<file path="src/rtl/tmr_vote_monitor.sv">
// Bitwise majority voter for triplicated words with a one-entry upset event buffer.
// Optional per-replica saturating upset counters are built when TMR_MON_COUNTERS_EN is defined.
//
//  state   | meaning
//  --------+-----------------------------------------------------------
//  S_EMPTY | no pending event; the next mismatch is captured
//  S_FULL  | event held stable on evt_*; later mismatches are dropped
//          | and flagged as overflow until the event is accepted
module tmr_vote_monitor #(
   parameter int WIDTH = 8,
   parameter int CNT_W = 8
) (
   input  logic             clk,
   input  logic             rst,
   input  logic             in_valid,
   input  logic [WIDTH-1:0] in_a,
   input  logic [WIDTH-1:0] in_b,
   input  logic [WIDTH-1:0] in_c,
   output logic             out_valid,
   output logic [WIDTH-1:0] out_data,
   output logic             out_err,
   output logic             evt_valid,
   input  logic             evt_ready,
   output logic [2:0]       evt_mask,
   output logic             evt_multi,
   output logic             evt_overflow,
   input  logic             cnt_clr
`ifdef TMR_MON_COUNTERS_EN
   ,
   output logic [CNT_W-1:0] cnt_a,
   output logic [CNT_W-1:0] cnt_b,
   output logic [CNT_W-1:0] cnt_c
`endif
);

   typedef enum logic {S_EMPTY, S_FULL} evt_state_e;

   logic [WIDTH-1:0] vote;
   logic [2:0]       mism;
   logic             multi;

   evt_state_e       evt_state_q, evt_state_d;
   logic [2:0]       evt_mask_q, evt_mask_d;
   logic             evt_multi_q, evt_multi_d;
   logic             evt_ovf_q, evt_ovf_d;

   logic             out_valid_q, out_valid_d;
   logic [WIDTH-1:0] out_data_q, out_data_d;
   logic             out_err_q, out_err_d;

   always_comb begin
      vote  = (in_a & in_b) | (in_b & in_c) | (in_c & in_a);
      mism  = '0;
      if (in_valid) begin
         mism = {in_c != vote, in_b != vote, in_a != vote};
      end
      // a degraded vote: two replicas each lost a different bit
      multi = (mism[0] & mism[1]) | (mism[1] & mism[2]) | (mism[0] & mism[2]);

      out_valid_d = in_valid;
      out_data_d  = in_valid ? vote : out_data_q;
      out_err_d   = |mism;
   end

   always_comb begin
      evt_state_d = evt_state_q;
      evt_mask_d  = evt_mask_q;
      evt_multi_d = evt_multi_q;
      evt_ovf_d   = evt_ovf_q;
      case (evt_state_q)
         S_EMPTY: begin
            if (|mism) begin
               evt_state_d = S_FULL;
               evt_mask_d  = mism;
               evt_multi_d = multi;
               evt_ovf_d   = 1'b0;
            end
         end
         S_FULL: begin
            if (evt_ready) begin
               if (|mism) begin
                  evt_mask_d  = mism;
                  evt_multi_d = multi;
                  evt_ovf_d   = 1'b0;
               end else begin
                  evt_state_d = S_EMPTY;
                  evt_mask_d  = '0;
                  evt_multi_d = 1'b0;
                  evt_ovf_d   = 1'b0;
               end
            end else if (|mism) begin
               evt_ovf_d = 1'b1;
            end
         end
         default: evt_state_d = S_EMPTY;
      endcase
   end

   always_ff @(posedge clk) begin
      if (rst) begin
         evt_state_q <= S_EMPTY;
         evt_mask_q  <= '0;
         evt_multi_q <= 1'b0;
         evt_ovf_q   <= 1'b0;
         out_valid_q <= 1'b0;
         out_data_q  <= '0;
         out_err_q   <= 1'b0;
      end else begin
         evt_state_q <= evt_state_d;
         evt_mask_q  <= evt_mask_d;
         evt_multi_q <= evt_multi_d;
         evt_ovf_q   <= evt_ovf_d;
         out_valid_q <= out_valid_d;
         out_data_q  <= out_data_d;
         out_err_q   <= out_err_d;
      end
   end

   assign out_valid    = out_valid_q;
   assign out_data     = out_data_q;
   assign out_err      = out_err_q;
   assign evt_valid    = (evt_state_q == S_FULL);
   assign evt_mask     = evt_mask_q;
   assign evt_multi    = evt_multi_q;
   assign evt_overflow = evt_ovf_q;

`ifdef TMR_MON_COUNTERS_EN
   localparam logic [CNT_W-1:0] CNT_MAX = '1;

   logic [CNT_W-1:0] cnt_q [3];
   logic [CNT_W-1:0] cnt_d [3];

   // clear wins over the old count but not over an upset in the same cycle
   always_comb begin
      for (int i = 0; i < 3; i++) begin
         cnt_d[i] = cnt_q[i];
         if (cnt_clr) begin
            cnt_d[i] = mism[i] ? CNT_W'(1) : '0;
         end else if (mism[i] && (cnt_q[i] != CNT_MAX)) begin
            cnt_d[i] = cnt_q[i] + CNT_W'(1);
         end
      end
   end

   always_ff @(posedge clk) begin
      for (int i = 0; i < 3; i++) begin
         if (rst) begin
            cnt_q[i] <= '0;
         end else begin
            cnt_q[i] <= cnt_d[i];
         end
      end
   end

   assign cnt_a = cnt_q[0];
   assign cnt_b = cnt_q[1];
   assign cnt_c = cnt_q[2];
`else
   logic unused_cnt_clr;
   assign unused_cnt_clr = cnt_clr;
`endif

endmodule

</file>
<file path="config.mk">
export PLATFORM = sky130hd
export DESIGN_NAME = tmr_vote_monitor
export DESIGN_NICKNAME = d
export VERILOG_FILES = /design/src/rtl/tmr_vote_monitor.sv
export SDC_FILE = /design/constraint.sdc
export NUM_CORES = 1
export LEC_CHECK = 0
export ABC_AREA = 1
export CORE_MARGIN = 10
export CORE_UTILIZATION = 25
export CTS_CLUSTER_SIZE = 20
export DETAILED_ROUTE_END_ITERATION = 10
export HOLD_SLACK_MARGIN = 0.08
export PLACE_DENSITY = 0.57
export SKIP_CTS_REPAIR_TIMING = 1
export SLEW_MARGIN = 20
export SYNTH_ARGS = -nofsm -noshare
export SYNTH_HDL_FRONTEND = slang
export SYNTH_SLANG_ARGS = --single-unit
export TNS_END_PERCENT = 10
</file>
<file path="constraint.sdc">
create_clock -name clk -period 1.9 [get_ports clk]
set_clock_uncertainty 0.15 [all_clocks]
set_input_delay 0.475 -clock clk [delete_from_list [all_inputs] [get_ports clk]]
set_output_delay 0.475 -clock clk [all_outputs]
set_load 0.01 [all_outputs]
</file>
==> key figures, run 1 <==
Yosys
  – Commonest cells post-synth: 54 x nand2_1, 24 x inv_1, 21 x o21ai_0, 18 x nand3_1, 16 x dfxtp_1
  – Top post-synthesis cells by area: dfxtp_1 29%, nand2_1 18%, o21ai_0 9.5%, nand3_1 8.1%, inv_1 8.1%
  – Mapped Avg Cell Area: 5.91 um^2
  – Cells after Synth: between 150 and 200
  – Yosys Warn Count: 0
  – Synth async-reset ratio: 0
  – Syn_nets: 217
  – Post-synth top area share: 0.288
  – Synth cell types: 18
  – Cell with the most instances after synthesis: nand2_1
  – EDFF count, synth: 0
  – Seq cells post-synth: 16
  – Area leader, netlist: dfxtp_1
  – Sequential area share after synthesis: 0.288
  – Synth Flop Type: dfxtp_1
  – Syn Std Cell Area: 1110 um^2

Routing
  – Max Used Layer: met4
  – Iteration-0 DRC count of the detailed router: 35
  – Vias/cell: between 4 and 5
  – DR WL/cell: 10.5 um
  – DRC viols: 0
  – Vias: between 1k and 1.5k
  – WL met1: between 1000 and 1500 um
  – DRT antenna net count: 0
  – Pre-antenna DRT Iters: 4
  – Met2 WL: roughly 1500 um
  – WL met3: between 200 and 250 um
  – Final WL: approximately 3100 um

Global route
  – Largest net degree at the start of global routing: 16
  – All-Layer GR Usage: 0.0802
  – Grt ovf: 0
  – First-pass GRT wire length: ~5000 um
  – Vias in the first global route: around 1.2k
  – Initial antenna violation count: 0

Placed design
  – GP Congestion: between 0.7 and 0.8
  – Place WS: -0.392 ns
  – Placed inst area: about 1700 um^2
  – IO Port Bufs: 43
  – Detailed Place HPWL: 2620 um
  – Dpl cells: roughly 290

Run
  – Max Cap Viol: 0

Floorplan
  – Starting Density: 0.257
  – Die X: 86.7 um
  – FP Rows: 24
  – Die span in y: 86.7 um
  – I/O pin count: 45
  – Core area: roughly 4300 um^2
  – Full die area: 7510 um^2

Run status
  – Run status: finished, final reports clean

Critical path
  – Crit-path cells: clkdlybuf4s50_1
  – Critical Path Sink Type: primary output
  – CP required: between 1 and 1.5 ns
  – Crit-path max FO: 3
  – Crit path buf inv count: 1
  – Arr. time, crit path: around 1.2 ns
  – Startpoint Class: register
  – Family with the most delay on the worst path: buffers and inverters
  – CP peak stage delay: between 0.5 and 0.6 ns
  – Critical path class: register to primary output
  – Worst path slowest cell: clkdlybuf4s50_1

Timing
  – Post-route setup slack: 0.122 ns
  – Fin. max-slew vios: 0
  – Fin crit share: 0.936
  – Final hold vios: 0
  – RSZ-0062 raised after global routing: no
  – Final setup violation count: 0
  – Normalized max-slew margin: 0.725
  – Min cycle time layout: roughly 1.8 ns
  – Slew of the pin with the lowest slew margin: a little over 0.4 ns
  – Max Clk Rate: approximately 560 MHz

CTS
  – Max H-tree Level: 1
  – Clk root buf: clkbuf_8
  – # clock sinks: 16
  – Later-pin clock latency in the skew report: approximately 0.25 ns
  – CTS max path bufs: 2
  – CTS tree: built
  – Clock-pin slew on the worst setup and hold paths: around 0.06 ns
  – CTS buffer count: 3

Layout
  – Final net count: between 200 and 300
  – Post-route design area: between 1500 and 2000 um^2
  – Final std cells w/o fill: 297
  – Layout cell share with drive strength beyond 1: 0.110
  – Fill cells: around 490
  – Synth-to-Final Area Change: 62.0%
  – ANT cells: 0

Pwr
  – Switching pwr: ~280 uW
  – Clk pwr share: 0.265
  – Switching Share: 0.294
  – Power per cell area: 527 nW/um^2
  – Comb power frac: 0.336
  – Worst VDD drop: between 200 and 250 uV
  – Int Pwr: ~670 uW
  – Seq pwr share: 0.399
  – P_leak: 1.07 nW

Min path
  – HP Class: register to register
cells in the final DEF, fill, tap and decap left out, drive strengths merged:
cell and instances:
nor2 14, nand4 5, a21o 6, a21oi 4, a31oi 8, buf 14, nand3 19, dlymetal6s2s 24
o21ai 28, nand2 59, clkbuf 3, or2 1, inv 25, clkdlybuf4s50 19, dfxtp 16
power by group through the flow:
stage,clock network (mW),logic [mW],registers (mW)
after detailed placement,0,0.329,0.385
after global routing,0.271,0.364,0.381
after CTS,0.260,0.330,0.378
after global placement,0,0.327,0.385
final,0.252,0.319,0.378
after floorplan,0,0.134,0.397
per-stage QoR:
step,setup TNS [ns],util,power [mW],hold slack (ns)
detailed placement,-2.27,0.392,0.715,0.318
CTS,-0.466,0.402,0.969,0.327
global route,0,0.416,1.02,0.337
floorplan,0,-,0.531,0.340
finish,0,0.416,0.949,0.321
global placement,-2.21,0.392,0.712,0.318
final timing paths:
check | from | endpoint | slack, ns | cells past startpoint
worst min register to register | evt_mask[2]$_SDFFE_PP0P_ | evt_mask[2]$_SDFFE_PP0P_ | 0.32 | 2
worst max register to register | evt_valid$_SDFF_PP0_ | evt_mask[1]$_SDFFE_PP0P_ | 0.68 | 5
worst min-delay path | evt_mask[2]$_SDFFE_PP0P_ | evt_mask[2]$_SDFFE_PP0P_ | 0.32 | 2
worst max-delay path | evt_valid$_SDFF_PP0_ | evt_valid | 0.12 | 1
routing by layer:
layer | up-vias | GRT usage
met5 | - | 0
met4 | 0 | 0.0265
met3 | 2 | 0.0244
met2 | 27 | 0.134
met1 | 553 | 0.0954
li1 | 735 | -
cell families after synthesis:
group	count (synthesis)	synth area share
buf+inv	28	0.0980
flops	16	0.288
compound gates	46	0.230
simple gates	98	0.384
cell type report:
cell class	instances	area, um^2	share of cell area
sequential	16	320	0.178
timing repair buffer	57	596	0.331
clock buffer	3	41.3	0.0229
inverter	25	93.8	0.0521
multi-input combinational	144	684	0.380
tap	52	65.1	0.0361
flip-flops by register name, indices dropped and copies added, names as in the netlist:
| signal | cells |
|---|---|
| evt_mask | 3 |
| evt_multi | 1 |
| evt_overflow | 1 |
| evt_valid | 1 |
| out_data | 8 |
| out_err | 1 |
| out_valid | 1 |
Note: power is estimated with default switching activity, not from simulation.
==> inputs of run 2 (changes only) <==
--- a/config.mk
+++ b/config.mk
@@ -10,6 +10,7 @@
 export CORE_UTILIZATION = 25
 export CTS_CLUSTER_SIZE = 20
 export DETAILED_ROUTE_END_ITERATION = 10
+export GPL_TIMING_DRIVEN = 0
 export HOLD_SLACK_MARGIN = 0.08
 export PLACE_DENSITY = 0.57
 export SKIP_CTS_REPAIR_TIMING = 1
==> run 2 against run 1 <==
Compared with the run above: the flow now finishes with violations (negative setup slack); combinational power decreased by 5%; highest routed layer unchanged; worst hold slack improved by 0.011 ns; critical path type is now input pin to register; global-route usage increased by 0.23 points; first-iteration DRC count increased by 5.7%; critical path depth increased by 3; final cell count decreased by 3.4%; clock power increased by 23%; cell area decreased by 4.1%; largest cell class unchanged; sequential power about the same; sequential share of layout area increased by 0.76 points; total power increased by 4.3%; via count increased by 0.23%.
==> key figures, run 2 (synthesized netlist as in run 1, its figures left out) <==
Run status
  – Run status: finished with violations
  – Violated checks: negative setup slack

Timing
  – Normalized max-slew margin: 0.647 (-0.0780)
  – Min cycle time layout: 2.03 ns (+0.253 ns)
  – Fin. max-slew vios: 0 (unchanged)
  – Total Negative Setup Slacks: -1.17 ns (-1.17 ns)
  – RSZ-0062 raised after global routing: yes
  – Post-route setup slack: -0.131 ns (-0.253 ns)
  – Final hold vios: 0 (unchanged)
  – Final setup violation count: 10 (+10)
  – Fin crit share: 1.07 (+0.133)
  – Slew of the pin with the lowest slew margin: 0.529 ns (+0.117 ns)
  – Max Clk Rate: 492 MHz (-12%)

Critical path
  – Crit path from: in_valid
  – Critical path class: input pin to register
  – Startpoint Class: input pin
  – Critical Path Sink Type: register
  – Crit-path max FO: 10 (+7)
  – Arr. time, crit path: 2.00 ns (+0.85 ns)
  – CP required: 1.87 ns (+0.60 ns)
  – FF-to-FF Start: evt_valid$_SDFF_PP0_
  – Reg2reg setup slack: 0.73 ns (+0.05 ns)

CTS
  – Clk root buf: clkbuf_8
  – Later-pin clock latency in the skew report: 0.25 ns (about the same)
  – CTS buffer count: 3 (unchanged)
  – CTS tree: built
  – # clock sinks: 16 (unchanged)
  – Clock-pin slew on the worst setup and hold paths: 0.07 ns (about the same)
  – Max H-tree Level: 1 (unchanged)
  – CTS max path bufs: 2 (unchanged)

Global route
  – First-pass GRT wire length: 5150 um (+2.3%)
  – All-Layer GR Usage: 0.0826 (+0.00231)
  – Vias in the first global route: 1226 (+0.25%)
  – Largest net degree at the start of global routing: 11 (-5)
  – Initial antenna violation count: 0 (unchanged)
  – Grt ovf: 0 (unchanged)

Layout
  – Largest register FFs: 8 (unchanged)
  – Final std cells w/o fill: 287 (-3.4%)
  – Most frequent cells in the layout: 53 x nand2_1, 24 x inv_1, 24 x dlymetal6s2s_1
  – Most common cell after layout, fill and taps aside: nand2_1
  – Layout cell share with drive strength beyond 1: 0.0681 (-0.0421)
  – Area of the multi-input gates: 687 um^2 (+0.37%)
  – Final net count: 265 (-4.0%)
  – Fill cells: 475 (-3.3%)
  – Total area of sequential cells: 320 um^2 (unchanged)
  – ANT cells: 0 (unchanged)
  – Synth-to-Final Area Change: 55.4%

Floorplan
  – Full die area: 7510 um^2 (unchanged)
  – Die X: 86.7 um (unchanged)
  – FP Rows: 24 (unchanged)
  – Core area: 4320 um^2 (unchanged)
  – Starting Density: 0.257 (unchanged)
  – I/O pin count: 45 (unchanged)
  – Die span in y: 86.7 um (unchanged)

Placed design
  – Detailed Place HPWL: 2590 um (-1.1%)
  – GP Congestion: 0.792 (+5.1%)
  – IO Port Bufs: 43 (unchanged)
  – Dpl cells: 283 (-3.7%)

Routing
  – Vias: 1320 (+0.23%)
  – Iteration-0 DRC count of the detailed router: 37 (+5.7%)
  – Vias/cell: 4.60 (+3.7%)
  – Final WL: 3190 um (+2.4%)
  – DRT antenna net count: 0 (unchanged)
  – DR WL/cell: 11.1 um (+5.9%)
  – Pre-antenna DRT Iters: 4 (unchanged)
  – DRC viols: 0 (unchanged)

Min path
  – Hold path start: evt_mask[2]$_SDFFE_PP0P_
  – HP Class: register to register

Pwr
  – Power per cell area: 573 nW/um^2 (+8.8%)
  – P_leak: 1.02 nW (-4.6%)
  – Worst VDD drop: 210 uV (-4.4%)

Run
  – Max Cap Viol: 0 (unchanged)
[run 2: power breakdown]
part / internal, mW / total [mW] / switching (mW)
Clock: 0.184 / 0.309 / 0.125
Combinational: 0.150 / 0.303 / 0.154
Sequential: 0.364 / 0.377 / 0.0133
[run 2: final timing paths]
kind                              endpoint  depth (start not counted)
hold / removal    evt_mask[2]$_SDFFE_PP0P_                          2
setup / recovery  out_data[2]$_SDFFE_PP0P_                          4
hold reg to reg   evt_mask[2]$_SDFFE_PP0P_                          2
setup reg to reg  evt_mask[1]$_SDFFE_PP0P_                          5
[run 2: per-layer routing]
| layer | vias to the layer above | track usage | routed length [um] |
|---|---|---|---|
| met5 | - | 0 | 0 |
| met4 | 0 | 0.0177 | 23 |
| met3 | 5 | 0.0375 | 257 |
| met2 | 32 | 0.139 | 1480 |
| met1 | 565 | 0.0933 | 1430 |
| li1 | 718 | - | - |
[run 2: cell type report]
cell class                      count  area share
Clock buffer                        4      0.0319
Inverter                           25      0.0543
Multi-Input combinational cell    144       0.398
Sequential cell                    16       0.186
Tap cell                           52      0.0377
Buffer                              3     0.00870
Timing Repair Buffer               43       0.284
[run 2: per-stage QoR]
step | util | hold slack (ns) | setup slack (ns) | power (mW) | instance area [um^2]
3_3_place_gp | 0.372 | 0.320 | -0.406 | 0.696 | 1610
6_report | 0.399 | 0.332 | -0.131 | 0.990 | 1730
2_1_floorplan | - | 0.340 | 0.330 | 0.531 | 1110
4_1_cts | 0.384 | 0.332 | -0.134 | 1.01 | 1660
3_5_place_dp | 0.372 | 0.322 | -0.406 | 0.697 | 1610
5_1_grt | 0.399 | 0.372 | -0.225 | 1.06 | 1730
[run 2: worst max-delay path, stage by stage]
cell and delay, ns:
clkdlybuf4s50_1 0.56, clkbuf_1 0.34, clkbuf_1 0.47, a31oi_1 0.15
==> inputs of run 3 (changes only) <==
--- a/config.mk
+++ b/config.mk
@@ -12,7 +12,7 @@
 export DETAILED_ROUTE_END_ITERATION = 10
 export GPL_TIMING_DRIVEN = 0
 export HOLD_SLACK_MARGIN = 0.08
-export PLACE_DENSITY = 0.57
+export PLACE_DENSITY = 0.6
 export SKIP_CTS_REPAIR_TIMING = 1
 export SLEW_MARGIN = 20
 export SYNTH_ARGS = -nofsm -noshare
==> run 3 against run 2 <==
Compared with the run above: the run now ends clean; maximum frequency up 8.7%; non-clock buffer count rose by 1; core utilization grew 0.32 points; total power decreased by 0.26%; sequential share of layout area is 0.15 points lower; sequential power barely moved; combinational power increased by 1%; routed wire length unchanged; critical path depth grew 1; largest power group unchanged; highest routed layer unchanged.
==> key figures, run 3 (synthesized netlist as in run 1, its figures left out) <==
Timing
  – RSZ-0062 raised after global routing: yes
  – Fin crit share: 0.984 (-0.0853)
  – Max Clk Rate: 535 MHz (+8.7%)
  – Final setup violation count: 0 (-10)
  – Fin. max-slew vios: 0 (unchanged)
  – Total Negative Setup Slacks: 0 ns (+1.17 ns)
  – Final hold vios: 0 (unchanged)
  – Post-route setup slack: 0.0311 ns (+0.162 ns)
  – Min cycle time layout: 1.87 ns (-0.162 ns)
  – Slew of the pin with the lowest slew margin: 0.356 ns (-0.173 ns)
  – Hold Slack: 0.320 ns (-0.0127 ns)
  – Normalized max-slew margin: 0.763 (+0.115)

Routing
  – Vias/cell: 4.60 (+0.11%)
  – Iteration-0 DRC count of the detailed router: 74 (+100%)
  – DRT antenna net count: 0 (unchanged)
  – Pre-antenna DRT Iters: 4 (unchanged)
  – Vias: 1326 (+0.45%)
  – Final WL: 3190 um (unchanged)
  – DR WL/cell: 11.1 um (-0.35%)
  – DRC viols: 0 (unchanged)

Floorplan
  – Core area: 4320 um^2 (unchanged)
  – Die X: 86.7 um (unchanged)
  – Full die area: 7510 um^2 (unchanged)
  – Die span in y: 86.7 um (unchanged)
  – I/O pin count: 45 (unchanged)
  – FP Rows: 24 (unchanged)
  – Starting Density: 0.257 (unchanged)

Critical path
  – Startpoint Class: input pin
  – Crit-path max FO: 10 (unchanged)
  – CP required: 1.95 ns (+0.08 ns)
  – Arr. time, crit path: 1.92 ns (-0.08 ns)
  – Critical path class: input pin to register
  – Critical Path Sink Type: register

Pwr
  – Power Total: 987 uW (-0.26%)
  – P_leak: 1.02 nW (+0.71%)
  – Worst VDD drop: 228 uV (+8.7%)
  – Comb power frac: 0.311 (+0.004)
  – Switching Share: 0.292 (-0.00338)
  – Seq pwr share: 0.382 (about the same)
  – Clk pwr share: 0.307 (-0.005)
  – Int Pwr: 699 uW (+0.22%)
  – Switching pwr: 288 uW (-1.4%)
  – Power per cell area: 567 nW/um^2 (-1.0%)

Layout
  – ANT cells: 0 (unchanged)
  – Most common cell after layout, fill and taps aside: nand2_1
  – Most frequent cells in the layout: 53 x nand2_1, 24 x inv_1, 24 x dlymetal6s2s_1
  – Fill cells: 490 (+3.2%)
  – Area of the multi-input gates: 692 um^2 (+0.73%)
  – Core Util, Final: 0.402 (+0.00318)
  – Largest register FFs: 8 (unchanged)
  – Layout cell share with drive strength beyond 1: 0.0847 (+0.0167)
  – Total area of sequential cells: 320 um^2 (unchanged)
  – Synth-to-Final Area Change: 56.6%
  – Final net count: 266 (+0.38%)

Placed design
  – GP Congestion: 0.796 (+0.49%)
  – Place WS: -0.397 ns (+0.00884 ns)
  – IO Port Bufs: 43 (unchanged)
  – Detailed Place HPWL: 2660 um (+2.6%)

Global route
  – Vias in the first global route: 1250 (+2.0%)
  – All-Layer GR Usage: 0.0842 (+0.00164)
  – Largest net degree at the start of global routing: 11 (unchanged)
  – First-pass GRT wire length: 5330 um (+3.5%)
  – Grt ovf: 0 (unchanged)
  – Initial antenna violation count: 0 (unchanged)

Min path
  – HP Class: register to register

CTS
  – CTS tree: built
  – Clock-pin slew on the worst setup and hold paths: 0.06 ns (about the same)
  – # clock sinks: 16 (unchanged)
  – CTS buffer count: 3 (unchanged)
  – CTS max path bufs: 2 (unchanged)
  – Later-pin clock latency in the skew report: 0.25 ns (about the same)
  – Clk root buf: clkbuf_8
  – Max H-tree Level: 1 (unchanged)

Run status
  – Run status: finished, final reports clean

Run
  – Max Cap Viol: 0 (unchanged)
[run 3: cell count changes in the layout (fill, tap and decap cells not counted)]
| cell | change |
|---|---|
| clkbuf_2 | +1 |
| nor2_2 | +2 |
| clkbuf_1 | -1 |
| buf_4 | +1 |
| nor2_1 | -2 |
[run 3: power by group through the flow]
stage               combinational, mW  sequential [mW]  clock [mW]
floorplan                       0.134            0.397           0
global route                    0.352            0.381       0.325
detailed placement              0.312            0.385           0
global placement                0.310            0.385           0
CTS                             0.314            0.378       0.313
finish                          0.307            0.378       0.303
[run 3: area by class of cell]
cell class	instances	area share
Sequential cell	16	0.184
Inverter	25	0.0539
Timing Repair Buffer	44	0.286
Multi-Input combinational cell	144	0.398
Clock buffer	4	0.0316
Buffer	3	0.00935
Tap cell	52	0.0374
[run 3: per-stage QoR]
step / instances / area [um^2]
global route: 288 / 1740
global placement: 283 / 1610
CTS: 287 / 1660
finish: 288 / 1740
floorplan: 188 / 1110
detailed placement: 283 / 1610
[run 3: layer usage]
layer  track usage  part of all wire
met1        0.0978              0.46
met2         0.140              0.46
met3        0.0366             0.077
met4        0.0177            0.0085
met5             0                 0
[run 3: path summary, 6_finish.rpt]
check	start	endpoint	slack, ns	cells after the start
worst max register to register	evt_valid$_SDFF_PP0_	evt_mask[1]$_SDFFE_PP0P_	0.71	5
worst min register to register	evt_mask[2]$_SDFFE_PP0P_	evt_mask[2]$_SDFFE_PP0P_	0.32	2
worst min-delay path	evt_mask[2]$_SDFFE_PP0P_	evt_mask[2]$_SDFFE_PP0P_	0.32	2
worst max-delay path	in_valid	evt_mask[2]$_SDFFE_PP0P_	0.03	5
[run 3: critical path: stages]
cell	delay, ns
clkdlybuf4s50_1	0.58
clkbuf_1	0.33
clkbuf_2	0.32
nand4_1	0.13
nand2_1	0.08
